**config.mk**
```make
export PLATFORM = sky130hd
export DESIGN_NAME = regfile_mux_n
export DESIGN_NICKNAME = d
export VERILOG_FILES = /design/src/rtl/regfile_mux_n.sv
export SDC_FILE = /design/constraint.sdc
export NUM_CORES = 2
export LEC_CHECK = 0
export CORE_MARGIN = 2
export CORE_UTILIZATION = 57
export CTS_CLUSTER_SIZE = 14
export DETAILED_ROUTE_END_ITERATION = 10
export HOLD_SLACK_MARGIN = 0.15
export PLACE_DENSITY_LB_ADDON = 0.08
export SYNTH_ARGS = -nofsm -noshare
export SYNTH_HDL_FRONTEND = slang
export SYNTH_SLANG_ARGS = --single-unit
```
**constraint.sdc**
```tcl
create_clock -name clk -period 3.3 [get_ports clk]
set_clock_uncertainty 0.1 [all_clocks]
set_input_delay 0.825 -clock clk [delete_from_list [all_inputs] [get_ports clk]]
set_output_delay 0.825 -clock clk [all_outputs]
set_load 0.005 [all_outputs]
```
**src/rtl/regfile_mux_n.sv**
```systemverilog
// Multi-port register file with optional zero register, write-to-read bypass,
// optional registered read ports and a sequenced clear engine.
module regfile_mux_n #(
  parameter int WIDTH    = 32,
  parameter int DEPTH    = 32,
  parameter int NRD      = 2,
  parameter int ZERO_REG = 1,
  parameter int REG_RD   = 0,
  localparam int AW      = $clog2(DEPTH)
) (
  input  logic                 clk,
  input  logic                 reset_n,
  input  logic                 wr_en,
  input  logic [AW-1:0]        wr_addr,
  input  logic [WIDTH-1:0]     wr_data,
  input  logic [NRD*AW-1:0]    rd_addr,
  output logic [NRD*WIDTH-1:0] rd_data,
  input  logic                 clr_req,
  output logic                 busy
);

  typedef enum logic {IDLE, CLEAR} state_t;

  state_t             state, state_nxt;
  logic [AW-1:0]      clr_idx;
  logic [WIDTH-1:0]   mem [DEPTH];
  logic               wr_live;
  logic               wr_ok;
  logic [AW-1:0]      ra;
  logic [NRD*WIDTH-1:0] rd_comb;

  always_ff @(posedge clk or negedge reset_n) begin
    if (!reset_n) begin
      state   <= IDLE;
      clr_idx <= '0;
    end else begin
      state <= state_nxt;
      if (state == IDLE && clr_req)
        clr_idx <= '0;
      else if (state == CLEAR)
        clr_idx <= clr_idx + AW'(1);
    end
  end

  always_comb begin
    state_nxt = state;
    case (state)
      IDLE:    if (clr_req) state_nxt = CLEAR;
      CLEAR:   if (clr_idx == '1) state_nxt = IDLE;
      default: state_nxt = IDLE;
    endcase
  end

  always_comb begin
    busy = (state == CLEAR);
  end

  assign wr_live = wr_en && !busy;
  assign wr_ok   = wr_live && !((ZERO_REG != 0) && (wr_addr == '0));

  // The clear engine owns the array while busy; writes in that window are lost.
  always_ff @(posedge clk or negedge reset_n) begin
    if (!reset_n) begin
      for (int unsigned i = 0; i < DEPTH; i++)
        mem[i] <= '0;
    end else if (busy) begin
      mem[clr_idx] <= '0;
    end else if (wr_ok) begin
      mem[wr_addr] <= wr_data;
    end
  end

  always_comb begin
    rd_comb = '0;
    ra      = '0;
    for (int unsigned k = 0; k < NRD; k++) begin
      ra = rd_addr[k*AW +: AW];
      if ((ZERO_REG != 0) && (ra == '0))
        rd_comb[k*WIDTH +: WIDTH] = '0;
      else if (wr_live && (wr_addr == ra))
        rd_comb[k*WIDTH +: WIDTH] = wr_data;
      else
        rd_comb[k*WIDTH +: WIDTH] = mem[ra];
    end
  end

  if (REG_RD != 0) begin : g_reg_rd
    logic [NRD*WIDTH-1:0] rd_q;
    always_ff @(posedge clk or negedge reset_n) begin
      if (!reset_n) rd_q <= '0;
      else          rd_q <= rd_comb;
    end
    assign rd_data = rd_q;
  end else begin : g_comb_rd
    assign rd_data = rd_comb;
  end

endmodule

```
==> results by group <==
Run status
  – Status: complete, but fails checks
  – Failing checks: setup timing

Final layout
  – Nets: 4,654
  – Commonest cells after routing, fill and taps aside: dfrtp_1 (1,029), a22o_1 (1,008), buf_4 (553)
  – Commonest non-fill, non-tap cell in the layout: dfrtp_1
  – Layout area overhead: 31.8%
  – Final instance area: 70,900 um^2
  – Proportion of layout cells with a drive suffix above 1: 0.431

Setup path
  – Register-to-register setup slack: 600 ps
  – Data arrival, critical path: 2900 ps
  – Most frequent CP cell: buf_12
  – Crit path required time: 2370 ps
  – Worst setup SP type: primary input
  – CP cell instances: buf_16 -> buf_12 -> buf_12 -> buf_6 -> mux4_2 -> a22oi_2 -> a21oi_2 -> a221o_2 -> buf_2
  – Reg2reg end: mem[26]$_DFFE_PN0P_
  – CP endpoint: rd_data[51]
  – Critical path launch point: rd_addr[5]
  – Critical path class: in2out
  – Max incr delay on CP: 550 ps
  – Critical R2R Launch: clr_idx[0]$_DFFE_PN0P_
  – Setup crit end kind: primary output
  – Cells on worst reg2reg path: 5
  – Maximum fanout along the worst path: 6
  – Crit path max-delay cell type: mux4_2

GRT
  – First-pass GRT wire length: 334,000 um
  – Initial antenna violation count: 4
  – Largest net degree at the start of global routing: 97
  – Total GRT Usage: 0.470
  – Number of global-route vias before repair: 47,940
  – Total grt overflow: 0

Synth
  – Post-synthesis sequential area ratio: 0.480
  – Synth area leader: dfrtp_1
  – Async SR Flop Fraction: 1.00
  – Synthesized cell area: 53,800 um^2
  – Leading post-synthesis cells by cell area: dfrtp_1 (48%), mux4_2 (17%), a22o_1 (16%), mux2i_1 (2.7%), clkbuf_1 (2.4%)
  – Syn_nets: 4,086
  – FF+latch count, synth: 1,030
  – Synth warnings: 0
  – Post-synth EDFFs: 0
  – Cells after synthesis: 4,030
  – Synth top area share: 0.480
  – Post-Synthesis Mean Instance Area: 13.3 um^2
  – Unique masters post-synth: 60
  – Most used DFF post-synth: dfrtp_1

Routing
  – Final ANT Viol Nets: 0
  – Routed length per instance: 38.6 um
  – Drt initial violations: 6,740
  – Detailed Routing Iterations Pass 1: 8
  – Post-Route WL: 229,000 um
  – Via density: 7.88
  – DRC Markers: 0
  – Routed vias: 46,795

STA
  – Max Slew Vio Count: 0
  – Worst Max-Slew Pin Slew: 1020 ps
  – Fmax: 262 MHz
  – Endpoints failing hold: 0
  – Hold Slack: 413 ps
  – Final worst path period share: 1.16
  – RSZ-0062 raised after global routing: yes
  – Setup TNS: -25,230 ps
  – Final setup violation count: 64
  – Post-layout min period: 3820 ps
  – Worst setup margin: -523 ps
  – Worst slew margin: 0.318

Clock tree
  – H-tree level count: 3
  – Clock root buffer: clkbuf_16
  – Clock Sinks: 1,030
  – Reg clk slew, reported paths: 60 ps
  – Clock Tree Buf Depth: 3
  – CTS Buf Count: 112
  – TritonCTS clock tree: done
  – Worst-Skew Late Latency: 720 ps

Die
  – Starting density of the core: 0.576
  – Die area: 96,800 um^2
  – Chip height: 311 um
  – Die W: 311 um
  – Rows: 112
  – Top Ports: 116
  – Core area: 93,300 um^2

Placement
  – PortBufs: 115
  – GPL Wtd Cong: 0.992
  – Dpl cell area: 61,600 um^2
  – Detail Placement HPWL: 145,000 um

Pwr
  – Combinational power share: 0.234
  – P_sw: 0.0113 W
  – Clock power share: 0.362
  – Cell Pwr Density: 518 nW/um^2
  – Internal: 0.0255 W
  – Maximum VDD drop: 0.500 mV
  – Seq pwr share: 0.403
  – Sw Ratio: 0.306
  – P_leak: 31.6 nW
  – Tot Pwr: 0.0367 W

Min path
  – Hold_sp: mem[992]$_DFFE_PN0P_
  – Hold Path Class: reg2reg

Flow run
  – # Max-Cap Violations: 0
registers in the layout, indices dropped and copies added (netlist names):
name,cells
mem,1024
clr_idx,5
busy,1
stage by stage:
stage / utilization / cells / setup slack [ps]
after floorplan: - / 4030 / -71.5
after global placement: 0.660 / 5542 / -1240
after detailed placement: 0.660 / 5542 / -1280
after CTS: 0.747 / 5888 / -502
after global routing: 0.759 / 5939 / -552
final: 0.759 / 5939 / -523
power by group through the flow:
stage	logic, W	registers [W]	clock network (W)
CTS	0.00811	0.0147	0.0133
global route	0.00881	0.0149	0.0138
global placement	0.00725	0.0148	0
detailed placement	0.00739	0.0149	0
finish	0.00861	0.0148	0.0133
floorplan	0.00383	0.0145	0
worst max-delay path: cells and delay by family:
kind	cells	cell delay, ps
AO/OA/AOI/OAI	3	790
buffers and inverters	5	710
multiplexers	1	550
cell usage after synthesis, types with 40 or more instances:
master	n
mux2_2	78
mux2i_1	145
a21oi_1	104
a211oi_1	69
and2_1	53
o22ai_1	82
a221oi_1	44
a22oi_1	66
mux4_2	401
dfrtp_1	1030
clkbuf_1	346
buf_2	106
o21ai_0	57
nor2_1	65
a22o_1	1010
a221o_1	40
buf_1	40
how the worst min path moves through the flow:
| stage | endpoint | slack, ps | cells past startpoint |
|---|---|---|---|
| after floorplan | mem[1000]$_DFFE_PN0P_ | 370 | 1 |
| after global placement | mem[1011]$_DFFE_PN0P_ | 380 | 1 |
| after detailed placement | mem[1015]$_DFFE_PN0P_ | 390 | 1 |
| after CTS | mem[992]$_DFFE_PN0P_ | 410 | 1 |
| after global routing | mem[60]$_DFFE_PN0P_ | 430 | 1 |
| final | mem[992]$_DFFE_PN0P_ | 410 | 1 |
cells by family after synthesis:
logic type / share of synthesized area
AOI/OAI and AO/OA: 0.233
DFF: 0.480
muxes: 0.211
buffers and inverters: 0.0452
and+or+nand+nor: 0.0282
xor gates and xnor gates: 0.00196
adders and majority gates: 0.00116
cell type report:
type,instances,area [um^2]
Tap cell,1254,1570
Sequential cell,1030,25800
Multi-Input combinational cell,2451,28500
Clock buffer,168,3410
Fill cell,5663,22500
Timing Repair Buffer,997,11100
Antenna cell,1,2.50
Clock inverter,32,477
Inverter,6,22.5
repair_timing:
| item | CTS | global route |
|---|---|---|
| endpoints found under the setup margin | 64 | 64 |
| setup buffers | 152 | 70 |
| gates resized for setup | 861 | 187 |
| pin swaps | 191 | 128 |
| hold buffers | 1 | 0 |
| endpoints found under the hold margin | 51 | 0 |
| cloned | 25 | 2 |
layer usage:
| layer | GRT usage | wire (um) | up-vias |
|---|---|---|---|
| met4 | 0.249 | 15200 | 8 |
| met2 | 0.667 | 98300 | 4332 |
| li1 | - | - | 17496 |
| met3 | 0.205 | 37000 | 1099 |
| met1 | 0.611 | 78800 | 23860 |
| met5 | 0 | 162 | - |
(Power assumes the default switching activity.)
